`src/rtl/execute_cond_stage_pkg.sv`:
```
// Shared definitions for the ARMv3 execute-stage condition logic:
// condition codes, NZCV bit positions and flag-write enable bits.
package execute_cond_stage_pkg;

    localparam logic [3:0] COND_EQ = 4'b0000;
    localparam logic [3:0] COND_NE = 4'b0001;
    localparam logic [3:0] COND_CS = 4'b0010;
    localparam logic [3:0] COND_CC = 4'b0011;
    localparam logic [3:0] COND_MI = 4'b0100;
    localparam logic [3:0] COND_PL = 4'b0101;
    localparam logic [3:0] COND_VS = 4'b0110;
    localparam logic [3:0] COND_VC = 4'b0111;
    localparam logic [3:0] COND_HI = 4'b1000;
    localparam logic [3:0] COND_LS = 4'b1001;
    localparam logic [3:0] COND_GE = 4'b1010;
    localparam logic [3:0] COND_LT = 4'b1011;
    localparam logic [3:0] COND_GT = 4'b1100;
    localparam logic [3:0] COND_LE = 4'b1101;
    localparam logic [3:0] COND_AL = 4'b1110;
    localparam logic [3:0] COND_NV = 4'b1111;

    localparam int FLAG_N = 3;
    localparam int FLAG_Z = 2;
    localparam int FLAG_C = 1;
    localparam int FLAG_V = 0;

    localparam int FLAGW_NZ = 1;
    localparam int FLAGW_CV = 0;

endpackage

```
`src/rtl/execute_cond_stage_cond_check.sv`:
```
// Combinational ARM condition-field evaluator: (cond, NZCV) -> pass/fail.
// Kept standalone so early branch resolution can reuse it.
module cond_check
    import execute_cond_stage_pkg::*;
(
    input  logic [3:0] cond_i,
    input  logic [3:0] flags_i,
    output logic       condEx_o
);

    logic n, z, c, v;

    assign n = flags_i[FLAG_N];
    assign z = flags_i[FLAG_Z];
    assign c = flags_i[FLAG_C];
    assign v = flags_i[FLAG_V];

    always_comb begin
        condEx_o = 1'b0;
        unique case (cond_i)
            COND_EQ: condEx_o = z;
            COND_NE: condEx_o = ~z;
            COND_CS: condEx_o = c;
            COND_CC: condEx_o = ~c;
            COND_MI: condEx_o = n;
            COND_PL: condEx_o = ~n;
            COND_VS: condEx_o = v;
            COND_VC: condEx_o = ~v;
            COND_HI: condEx_o = c & ~z;
            COND_LS: condEx_o = ~c | z;
            COND_GE: condEx_o = (n == v);
            COND_LT: condEx_o = (n != v);
            COND_GT: condEx_o = ~z & (n == v);
            COND_LE: condEx_o = z | (n != v);
            COND_AL: condEx_o = 1'b1;
            COND_NV: condEx_o = 1'b0;
            default: condEx_o = 1'b0;
        endcase
    end

endmodule

```
`src/rtl/execute_cond_stage.sv`:
```
// Decode->Execute pipeline boundary: registers the decoded control word,
// holds NZCV, and suppresses every state change of a condition-failed instruction.
module execute_cond_stage
    import execute_cond_stage_pkg::*;
#(
    parameter logic [3:0] RESET_FLAGS = 4'b0000
) (
    input  logic       CLK,
    input  logic       Reset_n,
    input  logic       StallE,
    input  logic       FlushE,
    input  logic [3:0] CondD,
    input  logic       PCSD,
    input  logic       RegWD,
    input  logic       MemWD,
    input  logic       MemtoRegD,
    input  logic       ALUSrcD,
    input  logic [1:0] ALUControlD,
    input  logic [1:0] FlagWD,
    input  logic [3:0] ALUFlagsE,
    output logic       CondExE,
    output logic       PCSrcE,
    output logic       RegWriteE,
    output logic       MemWriteE,
    output logic       MemtoRegE,
    output logic       ALUSrcE,
    output logic [1:0] ALUControlE,
    output logic [3:0] FlagsE
);

    logic [3:0] condE_q,       condE_d;
    logic       pcsE_q,        pcsE_d;
    logic       regWE_q,       regWE_d;
    logic       memWE_q,       memWE_d;
    logic       memtoRegE_q,   memtoRegE_d;
    logic       aluSrcE_q,     aluSrcE_d;
    logic [1:0] aluControlE_q, aluControlE_d;
    logic [1:0] flagWE_q,      flagWE_d;
    logic [3:0] flags_q,       flags_d;

    cond_check u_cond_check (
        .cond_i   (condE_q),
        .flags_i  (flags_q),
        .condEx_o (CondExE)
    );

    // A flush only has to kill the state-changing enables; the remaining
    // fields are don't-care in a bubble, so they simply follow Decode.
    always_comb begin
        condE_d       = condE_q;
        pcsE_d        = pcsE_q;
        regWE_d       = regWE_q;
        memWE_d       = memWE_q;
        memtoRegE_d   = memtoRegE_q;
        aluSrcE_d     = aluSrcE_q;
        aluControlE_d = aluControlE_q;
        flagWE_d      = flagWE_q;
        if (FlushE || !StallE) begin
            condE_d       = CondD;
            memtoRegE_d   = MemtoRegD;
            aluSrcE_d     = ALUSrcD;
            aluControlE_d = ALUControlD;
            pcsE_d        = FlushE ? 1'b0 : PCSD;
            regWE_d       = FlushE ? 1'b0 : RegWD;
            memWE_d       = FlushE ? 1'b0 : MemWD;
            flagWE_d      = FlushE ? 2'b00 : FlagWD;
        end
    end

    // Flags commit as the instruction leaves E, so a stall blocks the commit
    // but a flush of the incoming slot does not.
    always_comb begin
        flags_d = flags_q;
        if (!StallE && CondExE) begin
            if (flagWE_q[FLAGW_NZ]) begin
                flags_d[FLAG_N] = ALUFlagsE[FLAG_N];
                flags_d[FLAG_Z] = ALUFlagsE[FLAG_Z];
            end
            if (flagWE_q[FLAGW_CV]) begin
                flags_d[FLAG_C] = ALUFlagsE[FLAG_C];
                flags_d[FLAG_V] = ALUFlagsE[FLAG_V];
            end
        end
    end

    always_ff @(posedge CLK or negedge Reset_n) begin
        if (!Reset_n) begin
            condE_q       <= 4'b0000;
            pcsE_q        <= 1'b0;
            regWE_q       <= 1'b0;
            memWE_q       <= 1'b0;
            memtoRegE_q   <= 1'b0;
            aluSrcE_q     <= 1'b0;
            aluControlE_q <= 2'b00;
            flagWE_q      <= 2'b00;
            flags_q       <= RESET_FLAGS;
        end else begin
            condE_q       <= condE_d;
            pcsE_q        <= pcsE_d;
            regWE_q       <= regWE_d;
            memWE_q       <= memWE_d;
            memtoRegE_q   <= memtoRegE_d;
            aluSrcE_q     <= aluSrcE_d;
            aluControlE_q <= aluControlE_d;
            flagWE_q      <= flagWE_d;
            flags_q       <= flags_d;
        end
    end

    assign PCSrcE      = pcsE_q  & CondExE;
    assign RegWriteE   = regWE_q & CondExE;
    assign MemWriteE   = memWE_q & CondExE;
    assign MemtoRegE   = memtoRegE_q;
    assign ALUSrcE     = aluSrcE_q;
    assign ALUControlE = aluControlE_q;
    assign FlagsE      = flags_q;

endmodule
```
`config.mk`:
```
export PLATFORM = sky130hd
export DESIGN_NAME = execute_cond_stage
export DESIGN_NICKNAME = d
export VERILOG_FILES = /design/src/rtl/execute_cond_stage_pkg.sv /design/src/rtl/execute_cond_stage_cond_check.sv /design/src/rtl/execute_cond_stage.sv
export SDC_FILE = /design/constraint.sdc
export NUM_CORES = 1
export LEC_CHECK = 0
export CORE_MARGIN = 2
export CORE_UTILIZATION = 30
export CTS_BUF_LIST = sky130_fd_sc_hd__clkbuf_8
export DETAILED_ROUTE_END_ITERATION = 10
export GPL_TIMING_DRIVEN = 0
export SYNTH_ARGS = -nofsm -noshare
export SYNTH_HDL_FRONTEND = slang
export SYNTH_HIERARCHICAL = 1
export SYNTH_SLANG_ARGS = --single-unit
```
`constraint.sdc`:
```
create_clock -name CLK -period 5.95 [get_ports CLK]
set_input_delay 0.595 -clock CLK [delete_from_list [all_inputs] [get_ports CLK]]
set_output_delay 0.595 -clock CLK [all_outputs]
set_load 0.005 [all_outputs]
```
Word level (Yosys, flattened, before mapping)
Index checks and enable logic that the tools add are counted.
W data, S select, Z words.
{"block": "op_classes", "reduce_logical": 6, "bitwise_logic": 11, "n_eq_ne": 17, "n_mux": 5}
{"op": "$eq A4 B4 Y1 const B", "n": 8}
{"op": "$eq A4 B3 Y1 const B", "n": 4}
{"op": "$pmux W1 S16", "n": 1}
{"op": "$eq A4 B2 Y1 const B", "n": 2}
{"op": "$and A1 B1 Y1", "n": 5}
{"op": "$eq A4 B1 Y1 const B", "n": 1}
{"op": "$logic_not A4 Y1", "n": 1}
{"op": "$not A1 Y1", "n": 4}
{"op": "$reduce_and A2 Y1", "n": 2}
{"op": "$mux W1", "n": 3}
{"op": "$mux W2", "n": 1}
{"op": "$or A1 B1 Y1", "n": 2}
{"op": "$eq A1 B1 Y1", "n": 1}
{"op": "$logic_and A1 B1 Y1", "n": 1}
{"op": "$logic_not A1 Y1", "n": 1}
{"op": "$logic_or A1 B1 Y1", "n": 1}
{"op": "$ne A1 B1 Y1", "n": 1}
{"block": "totals", "wordCells": 49, "output_inout_bits": 12, "regBits": 17, "in_bits": 21}

Depth between registers and ports, before layout
Gate-level depths: netlist of run 1.
{"block": "logic_depth", "depth_word": 5, "mapped_depth": 8, "mapped_depth_nobuf": 7}

By module
Netlist of run 1, hierarchy kept.
{"module": "execute_cond_stage", "seq_area_each_um2": 425.4, "cells_each": 47, "instances": 1, "area_per_inst_um2": 729.4}
{"module": "cond_check", "seq_area_each_um2": 0.0, "cells_each": 23, "instances": 1, "area_per_inst_um2": 155.1}

Worst setup path after synthesis of run 1
OpenSTA, ideal clock, no wires.
{"block": "synth_timing", "path_type": "flip-flop to output port", "from": "register flags_q[3], in the netlist FlagsE[3]", "to": "output MemWriteE", "path_stages_with_launch": 7, "n_path_buf": 0, "t_arrival_ns": 1.655, "slack_ns": 3.700, "required_time_ns": 5.355, "cell_sequence": "dfrtp_1 > xor2_1 > xor2_1 > a2111oi_1 > a311oi_1 > o22ai_1 > and2_1"}
{"block": "synth_via", "elab_chain_cells": 4, "word_cells_on_any_way": 7, "cone_classes": "2 x eq/ne; 1 x mux; 4 x bitwise"}
{"element": "start: declaration", "line": "execute_cond_stage.sv:39", "rtl": "logic [3:0] flags_q, flags_d;"}
{"element": "start signal: assignment", "line": "execute_cond_stage.sv:106", "rtl": "flags_q <= flags_d;"}
{"element": "$ne A1 B1 Y1 / $eq A1 B1 Y1 (equally long branches)"}
{"element": "$or A1 B1 Y1 / $and A1 B1 Y1 (equally long branches)", "line": "execute_cond_stage_cond_check.sv:34, execute_cond_stage_cond_check.sv:33"}
{"element": "$pmux W1 S16 (*)", "line": "execute_cond_stage_cond_check.sv:20", "rtl": "unique case (cond_i)"}
{"element": "via CondExE", "line": "execute_cond_stage.sv:21", "rtl": "output logic CondExE,"}
{"element": "$and A1 B1 Y1 (*)", "line": "execute_cond_stage.sv:112", "rtl": "assign MemWriteE = memWE_q & CondExE;"}
{"element": "end: declaration", "line": "execute_cond_stage.sv:24", "rtl": "output logic MemWriteE,"}
Mark *: on every way through the listed nets, which the timed path passes. The rest lies on a longest branch.

Worst setup path in the final report of run 1
{"block": "layout_timing", "from": "register flags_q[3], in the netlist FlagsE[3]", "to": "output PCSrcE"}
{"block": "layout_via", "elab_chain_cells": 4, "word_cells_on_any_way": 7, "cone_classes": "2 x eq/ne; 1 x mux; 4 x bitwise"}
{"element": "$ne A1 B1 Y1 / $eq A1 B1 Y1 (equally long branches)"}
{"element": "$or A1 B1 Y1 / $and A1 B1 Y1 (equally long branches)", "line": "execute_cond_stage_cond_check.sv:34, execute_cond_stage_cond_check.sv:33"}
{"element": "$pmux W1 S16 (*)", "line": "execute_cond_stage_cond_check.sv:20"}
{"element": "$and A1 B1 Y1 (*)", "line": "execute_cond_stage.sv:110", "rtl": "assign PCSrcE = pcsE_q & CondExE;"}
{"element": "end: declaration", "line": "execute_cond_stage.sv:22", "rtl": "output logic PCSrcE,"}
Mark *: on every way between the ends. The rest lies on a longest branch, timed or not.

==> results of run 1 <==
## per-stage QoR
step	util (%)	instance area, sq um	setup slack [ns]
6_report	46.02	1280	2.741
5_1_grt	46.02	1280	2.476
4_1_cts	46.02	1280	2.706
3_3_place_gp	44.35	1234	3.027
3_5_place_dp	44.35	1234	3.005
2_1_floorplan	-	884.6	3.700
## registers in the layout (all words and copies together), names as in the netlist
| name | flops |
|---|---|
| flagWE_q | 2 |
| ALUControlE | 2 |
| condE_q | 4 |
| pcsE_q | 1 |
| ALUSrcE | 1 |
| memWE_q | 1 |
| FlagsE | 4 |
| MemtoRegE | 1 |
| regWE_q | 1 |
## final cells by class
cell class | count | area share, %
multi-input cells | 48 | 32.94
well taps | 31 | 3.030
repair buffers | 31 | 24.24
plain buffers | 4 | 2.639
clock buffers | 3 | 3.226
clock inverters | 1 | 0.3910
inverters | 1 | 0.2933
flip-flops and latches | 17 | 33.24
## routing by layer
layer / vias up / routed length, um
met4: 0 / 37
met3: 5 / 58
met2: 19 / 842
li1: 315 / -
met5: - / 0
met1: 306 / 743
## tightest hold or removal path: cells and delay by family, from the launching register on
family | cells | cell delay [ns]
AND/OR/NAND/NOR | 1 | 0.07
multiplexers | 1 | 0.06
flip-flops | 1 | 0.34
## power groups by stage
stage	Sequential [uW]	Combinational, uW	Clock, uW
2_1_floorplan	158	72.2	0
3_3_place_gp	161	139	0
3_5_place_dp	162	142	0
4_1_cts	160	143	88.8
5_1_grt	163	155	94.9
6_report	159	140	85.3
## cell usage in the layout (no fill, tap or decap)
master / n
sky130_fd_sc_hd__nor2b_1: 1
sky130_fd_sc_hd__o22a_1: 1
sky130_fd_sc_hd__clkinv_2: 1
sky130_fd_sc_hd__a311oi_1: 1
sky130_fd_sc_hd__dfrtp_1: 17
sky130_fd_sc_hd__xor2_1: 3
sky130_fd_sc_hd__mux2_1: 4
sky130_fd_sc_hd__a21oi_1: 3
sky130_fd_sc_hd__nor4b_1: 1
sky130_fd_sc_hd__inv_1: 1
sky130_fd_sc_hd__clkbuf_1: 1
sky130_fd_sc_hd__o21ai_0: 1
sky130_fd_sc_hd__mux2_4: 8
sky130_fd_sc_hd__nand2b_1: 1
sky130_fd_sc_hd__a2111oi_1: 1
sky130_fd_sc_hd__a211oi_1: 1
sky130_fd_sc_hd__clkdlybuf4s50_1: 31
sky130_fd_sc_hd__xnor2_1: 1
sky130_fd_sc_hd__o22ai_1: 1
sky130_fd_sc_hd__nand2b_4: 1
sky130_fd_sc_hd__buf_6: 2
sky130_fd_sc_hd__and2_1: 3
sky130_fd_sc_hd__mux2i_1: 6
sky130_fd_sc_hd__nor3_1: 1
sky130_fd_sc_hd__nand3b_1: 2
sky130_fd_sc_hd__clkbuf_8: 3
sky130_fd_sc_hd__nor2_1: 7
sky130_fd_sc_hd__buf_4: 1
## path summary, 6_finish.rpt
| path | start | end | slack [ns] |
|---|---|---|---|
| max | FlagsE[3] | PCSrcE | 2.74 |
| min | pcsE_q | pcsE_q | 0.51 |
| max reg2reg | FlagsE[3] | FlagsE[0] | 3.64 |
| min reg2reg | pcsE_q | pcsE_q | 0.51 |
| max in group asynchronous | Reset_n | FlagsE[2] | 4.69 |
| min in group asynchronous | Reset_n | MemtoRegE | 0.79 |
## cell families after synthesis
family                 Yosys count
buffers and inverters            5
multiplexers                    18
AO/OA/AOI/OAI                    9
XOR/XNOR                         4
AND/OR/NAND/NOR                 17
flip-flops                      17
==> flow_summary.toml, run 1 <==
[run_status]
status = "finished, final reports clean"

[synth]
yosys.area.top_type = "sky130_fd_sc_hd__dfrtp_1"
synth_top_family_by_area = "multiplexers"
post_synth_main_area_contributors = "sky130_fd_sc_hd__dfrtp_1 48%, sky130_fd_sc_hd__mux2_4 14%, sky130_fd_sc_hd__mux2i_1 6.8%, sky130_fd_sc_hd__mux2_1 5.1%, sky130_fd_sc_hd__nor2_1 3.0%"
synth_seq_area_share_pct = 48.09
syn_nets = 91
yosysMostFrequentCell = "sky130_fd_sc_hd__dfrtp_1"
netlist-cell-type-count = 25
synthArstFlopShare_pct = 100.0
synth_enable_flop_cells = 0
postSynthAreaPerCell_sq_um = 12.64
synth_adder_area_share_pct = 0
synthTopCellsByCount = "17 x sky130_fd_sc_hd__dfrtp_1, 8 x sky130_fd_sc_hd__mux2_4, 7 x sky130_fd_sc_hd__nor2_1, 6 x sky130_fd_sc_hd__mux2i_1, 4 x sky130_fd_sc_hd__mux2_1"
synth_warnings = 6
synth.cell_area_sq_um = 884.6
postSynthCellCount = 70
synthSimpleGateAreaFrac_pct = 11.32
post_synth_top_area_share_pct = 48.09
synth_xor_area_share_pct = 3.960
synth_flop_cell = "sky130_fd_sc_hd__dfrtp_1"
post_synth_mux_area_share_pct = 25.46
synthesized_area_fraction_occupied_by_ao_oa_aoi_and_oai_cells_pct = 6.931
yosys_register_bits = 17

[grt]
grt_max_degree = 18
grt-ovfl-total = 0
use_met2_pct = 18.46
global_route.usage.met3_pct = 1.978
grt_pass1_wl_um = 2911
via_count_of_the_first_global_routing_pass = 665
grt_antenna_before_repair = 0
grt_use_total_pct = 11.17
met1_usage_pct = 13.83
grt_most_used_layer = "met2"

[clock_tree]
clk_transition_reported_paths_ns = 0.07
cts_repair_resize_count = 0
total_cts_buffers = 3
hold_fix_buffer_count_after_cts = 0
cts_setup_buffers = 0
cts.htree.levels = 1
ctsLongestPathBuffers = 2
clkLatencyLatePin_ns = 0.25
cts_tree = "yes"
cts_root_buffer = "sky130_fd_sc_hd__clkbuf_8"
numClockSinks = 17

[worst_setup_path]
cp_top_family = "compound AO/OA/AOI/OAI gates"
critical_path_slowest_stage_cell = "sky130_fd_sc_hd__clkdlybuf4s50_1"
r2r_cells = 7
crit_chain = "xor2_1 > xor2_1 > a2111oi_1 > a311oi_1 > o22ai_1 > and2_1 > clkdlybuf4s50_1"
timing.critical_path.to_type = "output port"
cp_num_buf_inv = 1
cp_data_required_time_ns = 5.36
timing.critical_path.arrival_ns = 2.61
cp_max_fo = 6
cpPeakStageDelay_ns = 0.50
critPathKind = "reg2out"
worstSetupPathDepth = 7
worstSetupStartpointType = "register"
critical_path.most_common_cell = "sky130_fd_sc_hd__xor2_1"

[timing]
totalNegativeSetupSlack_ns = 0
setup_viol = 0
worst_slew_margin_rel_pct = 49.41
final_cycle_share_pct = 53.93
timing.fmax_mhz = 311.7
timing.final.hold_violations = 0
finalWorstPathRequiredPeriod_ns = 3.209
fin_hold_ws_ns = 0.5123
fin_skew_ns = 0.001561
slew_viol_final = 0
rsz0062_at_grt = "no"
worst_tran_pin_value_ns = 0.7565

[finish]
regArea_sq_um = 425.4
multi_input_area_sq_um = 421.7
layout.filler_cells = 255
flow.area_growth_from_synthesis_pct = 44.70
final_net_count = 127
stdcell_count = 136
antenna-diode-count = 0
final_layout_size_suffix_gt1_share_pct = 15.24

[die]
dieArea_sq_mm = 0.003399
design.portCount = 33
num_rows = 19
initial_core_util_pct = 31.80
coreArea_sq_mm = 0.002781
die-width_um = 58.30
die_ht_um = 58.30

[place]
dp.final_hpwl_um = 1256
place_inst = 132
place_congestion = 0.6404
buffer_ports.inserted = 31

[drt]
number_of_design_rule_violations_left_by_the_first_detailed_router_iteration = 4
number_of_iterations_in_the_first_detailed_routing_pass = 3
drc = 0
wl_per_cell_um = 12.37
postRouteWirelength_um = 1682
vias_per_cell = 4.743
antenna_left = 0
vias = 645

[pwr]
irDropWorstVdd_mv = 0.1421
power.switching_fraction_pct = 29.39
p_leak_uw = 0.0005675
pwr_density_cell_mw_per_mm2 = 300.0
seq_power_share_pct = 41.4
design_power_total_uw = 383.9
power.internal_uw = 271.1
comb_power_share_pct = 36.4
total_switching_power_uw = 112.9
pwr-share-clk_pct = 22.2

[run]
cap_violations = 0

[worst_hold_path]
hold_path_depth = 2
min-delay-path-class = "reg2reg"
Power figures use the tool's default switching activity.
==> inputs of run 2 (changes only) <==
==> constraint.sdc (replaced) <==
create_clock -name CLK -period 2.8 [get_ports CLK]
set_input_delay 0.28 -clock CLK [delete_from_list [all_inputs] [get_ports CLK]]
set_output_delay 0.28 -clock CLK [all_outputs]
set_load 0.005 [all_outputs]
==> run 2 against run 1 <==
Against the previous run:
- sequential power grew 120%
- critical path depth rose by 1
- power is 130% higher
- via count is 3.4% higher
- critical endpoint unchanged
==> flow_summary.toml, run 2 (synthesized netlist as in run 1, its figures left out) <==
[place]
buffer_ports.inserted = 31
place_congestion = 0.6404
post_dp_cell_area_sq_mm = 0.001234
dp.final_hpwl_um = 1256

[grt]
grt_pass1_wl_um = 2884
grt_antenna_before_repair = 0
grt_max_degree = 18
via_count_of_the_first_global_routing_pass = 656
grt-ovfl-total = 0
grt_use_total_pct = 11.12

[clock_tree]
clk_transition_reported_paths_ns = 0.07
ctsLongestPathBuffers = 2
clkLatencyLatePin_ns = 0.25
cts.htree.levels = 1
cts_root_buffer = "sky130_fd_sc_hd__clkbuf_8"
total_cts_buffers = 3
cts_tree = "yes"
numClockSinks = 17

[finish]
final_cell_mix = "31 x sky130_fd_sc_hd__clkdlybuf4s50_1, 16 x sky130_fd_sc_hd__dfrtp_1, 8 x sky130_fd_sc_hd__mux2_4"
layout_commonest_cell = "sky130_fd_sc_hd__clkdlybuf4s50_1"
final_util_pct = 48.00
antenna-diode-count = 0
layout.filler_cells = 249
final_layout_size_suffix_gt1_share_pct = 24.07
multi_input_area_sq_um = 449.2
fin_area_sq_mm = 0.001335
flow.area_growth_from_synthesis_pct = 50.92
regArea_sq_um = 426.7
final_net_count = 130

[die]
die_ht_um = 58.30
coreArea_sq_mm = 0.002781
design.portCount = 33
num_rows = 19
die-width_um = 58.30
initial_core_util_pct = 31.80
dieArea_sq_mm = 0.003399

[timing]
slew_viol_final = 0
worst_tran_pin_value_ns = 0.7644
worst_slew_margin_rel_pct = 48.88
setup_viol = 0
finalWorstPathRequiredPeriod_ns = 2.655
timing.fmax_mhz = 376.6
timing.final.hold_violations = 0
final_cycle_share_pct = 94.82
totalNegativeSetupSlack_ns = 0
fin_skew_ns = 0.001548

[worst_setup_path]
cpPeakStageDelay_ns = 0.50
critPathKind = "reg2out"
cp_data_required_time_ns = 2.52
cp_max_fo = 8
cp_top_family = "compound AO/OA/AOI/OAI gates"
critical_path_slowest_stage_cell = "sky130_fd_sc_hd__clkdlybuf4s50_1"
worstSetupStartpointType = "register"
timing.critical_path.arrival_ns = 2.38
crit_chain = "buf_4 > nor2_2 > a211oi_1 > a2111oi_2 > a311oi_2 > o22ai_2 > and2_1 > clkdlybuf4s50_1"
cp_num_buf_inv = 2
timing.critical_path.to_type = "output port"

[pwr]
power.internal_uw = 623.2
power.switching_fraction_pct = 30.08
pwr_density_cell_mw_per_mm2 = 667.6
p_leak_uw = 0.0005905
comb_power_share_pct = 41.0
irDropWorstVdd_mv = 0.3317
total_switching_power_uw = 268.1
pwr-share-clk_pct = 20.3
seq_power_share_pct = 38.7

[drt]
wl_per_cell_um = 12.60
number_of_design_rule_violations_left_by_the_first_detailed_router_iteration = 6
number_of_iterations_in_the_first_detailed_routing_pass = 4
vias_per_cell = 4.799
postRouteWirelength_um = 1751
antenna_left = 0
vias = 667
drc = 0

[worst_hold_path]
min-delay-path-class = "in2reg"

[run]
cap_violations = 0

[run_status]
status = "finished, final reports clean"
run 2: cell type report:
| cell class | count | area share (%) |
|---|---|---|
| Buffer | 3 | 2.249 |
| Clock buffer | 3 | 3.093 |
| Clock inverter | 1 | 0.3749 |
| Inverter | 1 | 0.2812 |
| Multi-Input combinational cell | 48 | 33.65 |
| Sequential cell | 17 | 31.96 |
| Tap cell | 31 | 2.905 |
| Timing Repair Buffer | 35 | 25.49 |
run 2: per-layer routing:
metal | wire length (um) | part of all wire [%] | up-vias | global-route usage [%]
met5 | 0 | 0 | - | 0
met3 | 66 | 3.8 | 5 | 1.978
met2 | 873 | 50 | 23 | 18.30
met1 | 774 | 44 | 318 | 13.83
li1 | - | - | 321 | -
met4 | 37 | 2.1 | 0 | 5.980
run 2: worst reg2reg max path: cells and delay by family, from the launching register on:
kind | cells | cell delay (ns)
compound gates | 4 | 0.78
flops | 1 | 0.38
buf+inv | 3 | 0.42
mux | 1 | 0.32
simple gates | 2 | 0.23
run 2: path summary, 6_finish.rpt:
kind                       depth (start not counted)         to       start  slack (ns)
max                                                8     PCSrcE  condE_q[0]        0.14
min in group asynchronous                          1  MemtoRegE     Reset_n        0.48
min                                                3     pcsE_q      StallE        0.34
max reg2reg                                       10  FlagsE[3]  condE_q[0]        0.55
min reg2reg                                        2     pcsE_q      pcsE_q        0.51
max in group asynchronous                          1  FlagsE[0]     Reset_n        1.79
run 2: power by group through the flow:
stage	Clock (uW)	Combinational [uW]	Sequential (uW)
finish	181	365	345
global route	202	397	354
CTS	189	308	340
detailed placement	0	301	344
global placement	0	296	342
floorplan	0	153	336
run 2: repair_timing:
action,CTS,global route
pin swaps,0,3
setup buffers,0,4
hold buffers,0,0
gates resized for setup,1,5
setup endpoints to repair,4,4
run 2: metrics by stage:
step | power, uW | hold slack (ns) | worst slack (ns) | std cells
2_1_floorplan | 489.7 | -0.01559 | 0.7411 | 70
3_3_place_gp | 637.8 | 0.4954 | 0.1917 | 132
3_5_place_dp | 644.8 | 0.4912 | 0.1704 | 132
4_1_cts | 835.8 | 0.3429 | 0.03245 | 136
5_1_grt | 952.7 | 0.3478 | -0.01656 | 139
6_report | 891.3 | 0.3423 | 0.1449 | 139
==> inputs of run 3 (changes only) <==
--- a/config.mk
+++ b/config.mk
@@ -9,6 +9,7 @@
 export CORE_UTILIZATION = 30
 export CTS_BUF_LIST = sky130_fd_sc_hd__clkbuf_8
 export DETAILED_ROUTE_END_ITERATION = 10
+export DONT_BUFFER_PORTS = 1
 export GPL_TIMING_DRIVEN = 0
 export SYNTH_ARGS = -nofsm -noshare
 export SYNTH_HDL_FRONTEND = slang
==> run 3 against run 2 <==
Against the previous run:
- first-iteration DRC count decreased by 33%
- clock power about the same
- power decreased by 20%
==> flow_summary.toml, run 3 (synthesized netlist as in run 1, its figures left out) <==
[die]
die-width_um = 58.30
die_ht_um = 58.30
design.portCount = 33
num_rows = 19
initial_core_util_pct = 31.80
coreArea_sq_mm = 0.002781
dieArea_sq_mm = 0.003399

[drt]
vias = 548
postRouteWirelength_um = 1704
number_of_design_rule_violations_left_by_the_first_detailed_router_iteration = 4
antenna_left = 0
number_of_iterations_in_the_first_detailed_routing_pass = 2
vias_per_cell = 5.170
wl_per_cell_um = 16.08
drc = 0

[finish]
final_net_count = 97
antenna-diode-count = 0
layout_commonest_cell = "sky130_fd_sc_hd__dfrtp_1"
final_layout_size_suffix_gt1_share_pct = 21.33
final_cell_mix = "17 x sky130_fd_sc_hd__dfrtp_1, 8 x sky130_fd_sc_hd__mux2_4, 7 x sky130_fd_sc_hd__nor2_1"
flow.area_growth_from_synthesis_pct = 10.75

[worst_setup_path]
critical_path_slowest_stage_cell = "sky130_fd_sc_hd__dfrtp_1"
critPathKind = "reg2out"
critical_path.most_common_cell = "sky130_fd_sc_hd__xor2_1"
cp_max_fo = 6
crit_chain = "xor2_1 > xor2_1 > a2111oi_1 > a311oi_1 > o22ai_1 > and2_1"
cpPeakStageDelay_ns = 0.43
cp_data_required_time_ns = 2.52
worstSetupStartpointType = "register"
timing.critical_path.arrival_ns = 2.19
timing.critical_path.to_type = "output port"

[timing]
slew_viol_final = 0
worst_slew_margin_rel_pct = 50.45
rsz0062_at_grt = "no"
totalNegativeSetupSlack_ns = 0
timing.final.hold_violations = 0
fin_skew_ns = 0.0007806
final_cycle_share_pct = 88.32
worst_tran_pin_value_ns = 0.7408
setup_viol = 0
finalWorstPathRequiredPeriod_ns = 2.473
timing.fmax_mhz = 404.4

[grt]
grt_antenna_before_repair = 0
grt_use_total_pct = 10.77
grt_pass1_wl_um = 2670
via_count_of_the_first_global_routing_pass = 559
grt-ovfl-total = 0
grt_max_degree = 18

[pwr]
pwr-share-clk_pct = 25.6
total_switching_power_uw = 230.7
design_power_total_uw = 711.6
power.switching_fraction_pct = 32.42
irDropWorstVdd_mv = 0.3013
comb_power_share_pct = 25.4
seq_power_share_pct = 49.0
pwr_density_cell_mw_per_mm2 = 726.4
power.internal_uw = 480.9
p_leak_uw = 0.0004522

[clock_tree]
cts_root_buffer = "sky130_fd_sc_hd__clkbuf_8"
total_cts_buffers = 3
ctsLongestPathBuffers = 2
cts_tree = "yes"
cts_repair_resize_count = 0
clk_transition_reported_paths_ns = 0.06
numClockSinks = 17
cts.htree.levels = 1
clkLatencyLatePin_ns = 0.25

[run_status]
status = "finished, final reports clean"

[worst_hold_path]
min-delay-path-class = "in2reg"

[place]
dp.final_hpwl_um = 1264
place_congestion = 0.7298
buffer_ports.inserted = 0

[run]
cap_violations = 0
==> run 3: worst paths after layout <==
path	startpoint	end	slack (ns)	cells past startpoint
hold reg to reg	condE_q[1]	condE_q[1]	0.52	1
max in group asynchronous	Reset_n	condE_q[0]	1.81	1
setup / recovery	FlagsE[3]	RegWriteE	0.33	6
setup reg to reg	FlagsE[3]	FlagsE[3]	0.43	7
hold / removal	FlushE	flagWE_q[1]	0.08	1
min in group asynchronous	Reset_n	pcsE_q	0.53	1
==> run 3: metal layers <==
metal	track usage, %	vias up	share of wire, %
li1	-	254	-
met1	12.20	270	38
met2	17.34	19	52
met3	2.857	5	6.5
met4	7.973	0	3.1
met5	0	-	0
==> run 3: what timing repair did <==
action,CTS,global route
hold buffers,1,0
hold endpoints to repair,17,0
buffers inserted,0,0
==> run 3: worst max-delay path, delay by kind of cell, from the launching register on <==
kind | cells | cell delay (ns)
DFF | 1 | 0.43
and+or+nand+nor | 1 | 0.23
xor gates and xnor gates | 2 | 0.39
AOI/OAI and AO/OA | 3 | 0.90
==> run 3: layout make-up <==
type | count | area (sq um)
Inverter | 1 | 3.754
Buffer | 4 | 33.78
Sequential cell | 17 | 425.4
Clock inverter | 1 | 5.005
Timing Repair Buffer | 1 | 10.01
Clock buffer | 3 | 41.29
Fill cell | 273 | 1802
Tap cell | 31 | 38.79
Multi-Input combinational cell | 48 | 421.7
==> run 3: power groups by stage <==
stage          clock network, uW  logic [uW]  registers, uW
2_1_floorplan                  0         153            336
3_3_place_gp                   0         169            354
3_5_place_dp                   0         177            356
4_1_cts                      189         183            352
5_1_grt                      198         197            360
6_report                     182         181            349
==> run 3: per-stage QoR <==
step	instances	setup slack (ns)	hold WS [ns]	instance area, sq um	util (%)
6_report	106	0.3269	0.08171	979.7	35.22
5_1_grt	106	0.1429	0.06947	979.7	35.22
4_1_cts	106	0.2908	0.07592	979.7	35.22
3_5_place_dp	101	0.4121	-0.01517	923.4	33.20
3_3_place_gp	101	0.4635	-0.01508	923.4	33.20
2_1_floorplan	70	0.7411	-0.01559	884.6	-
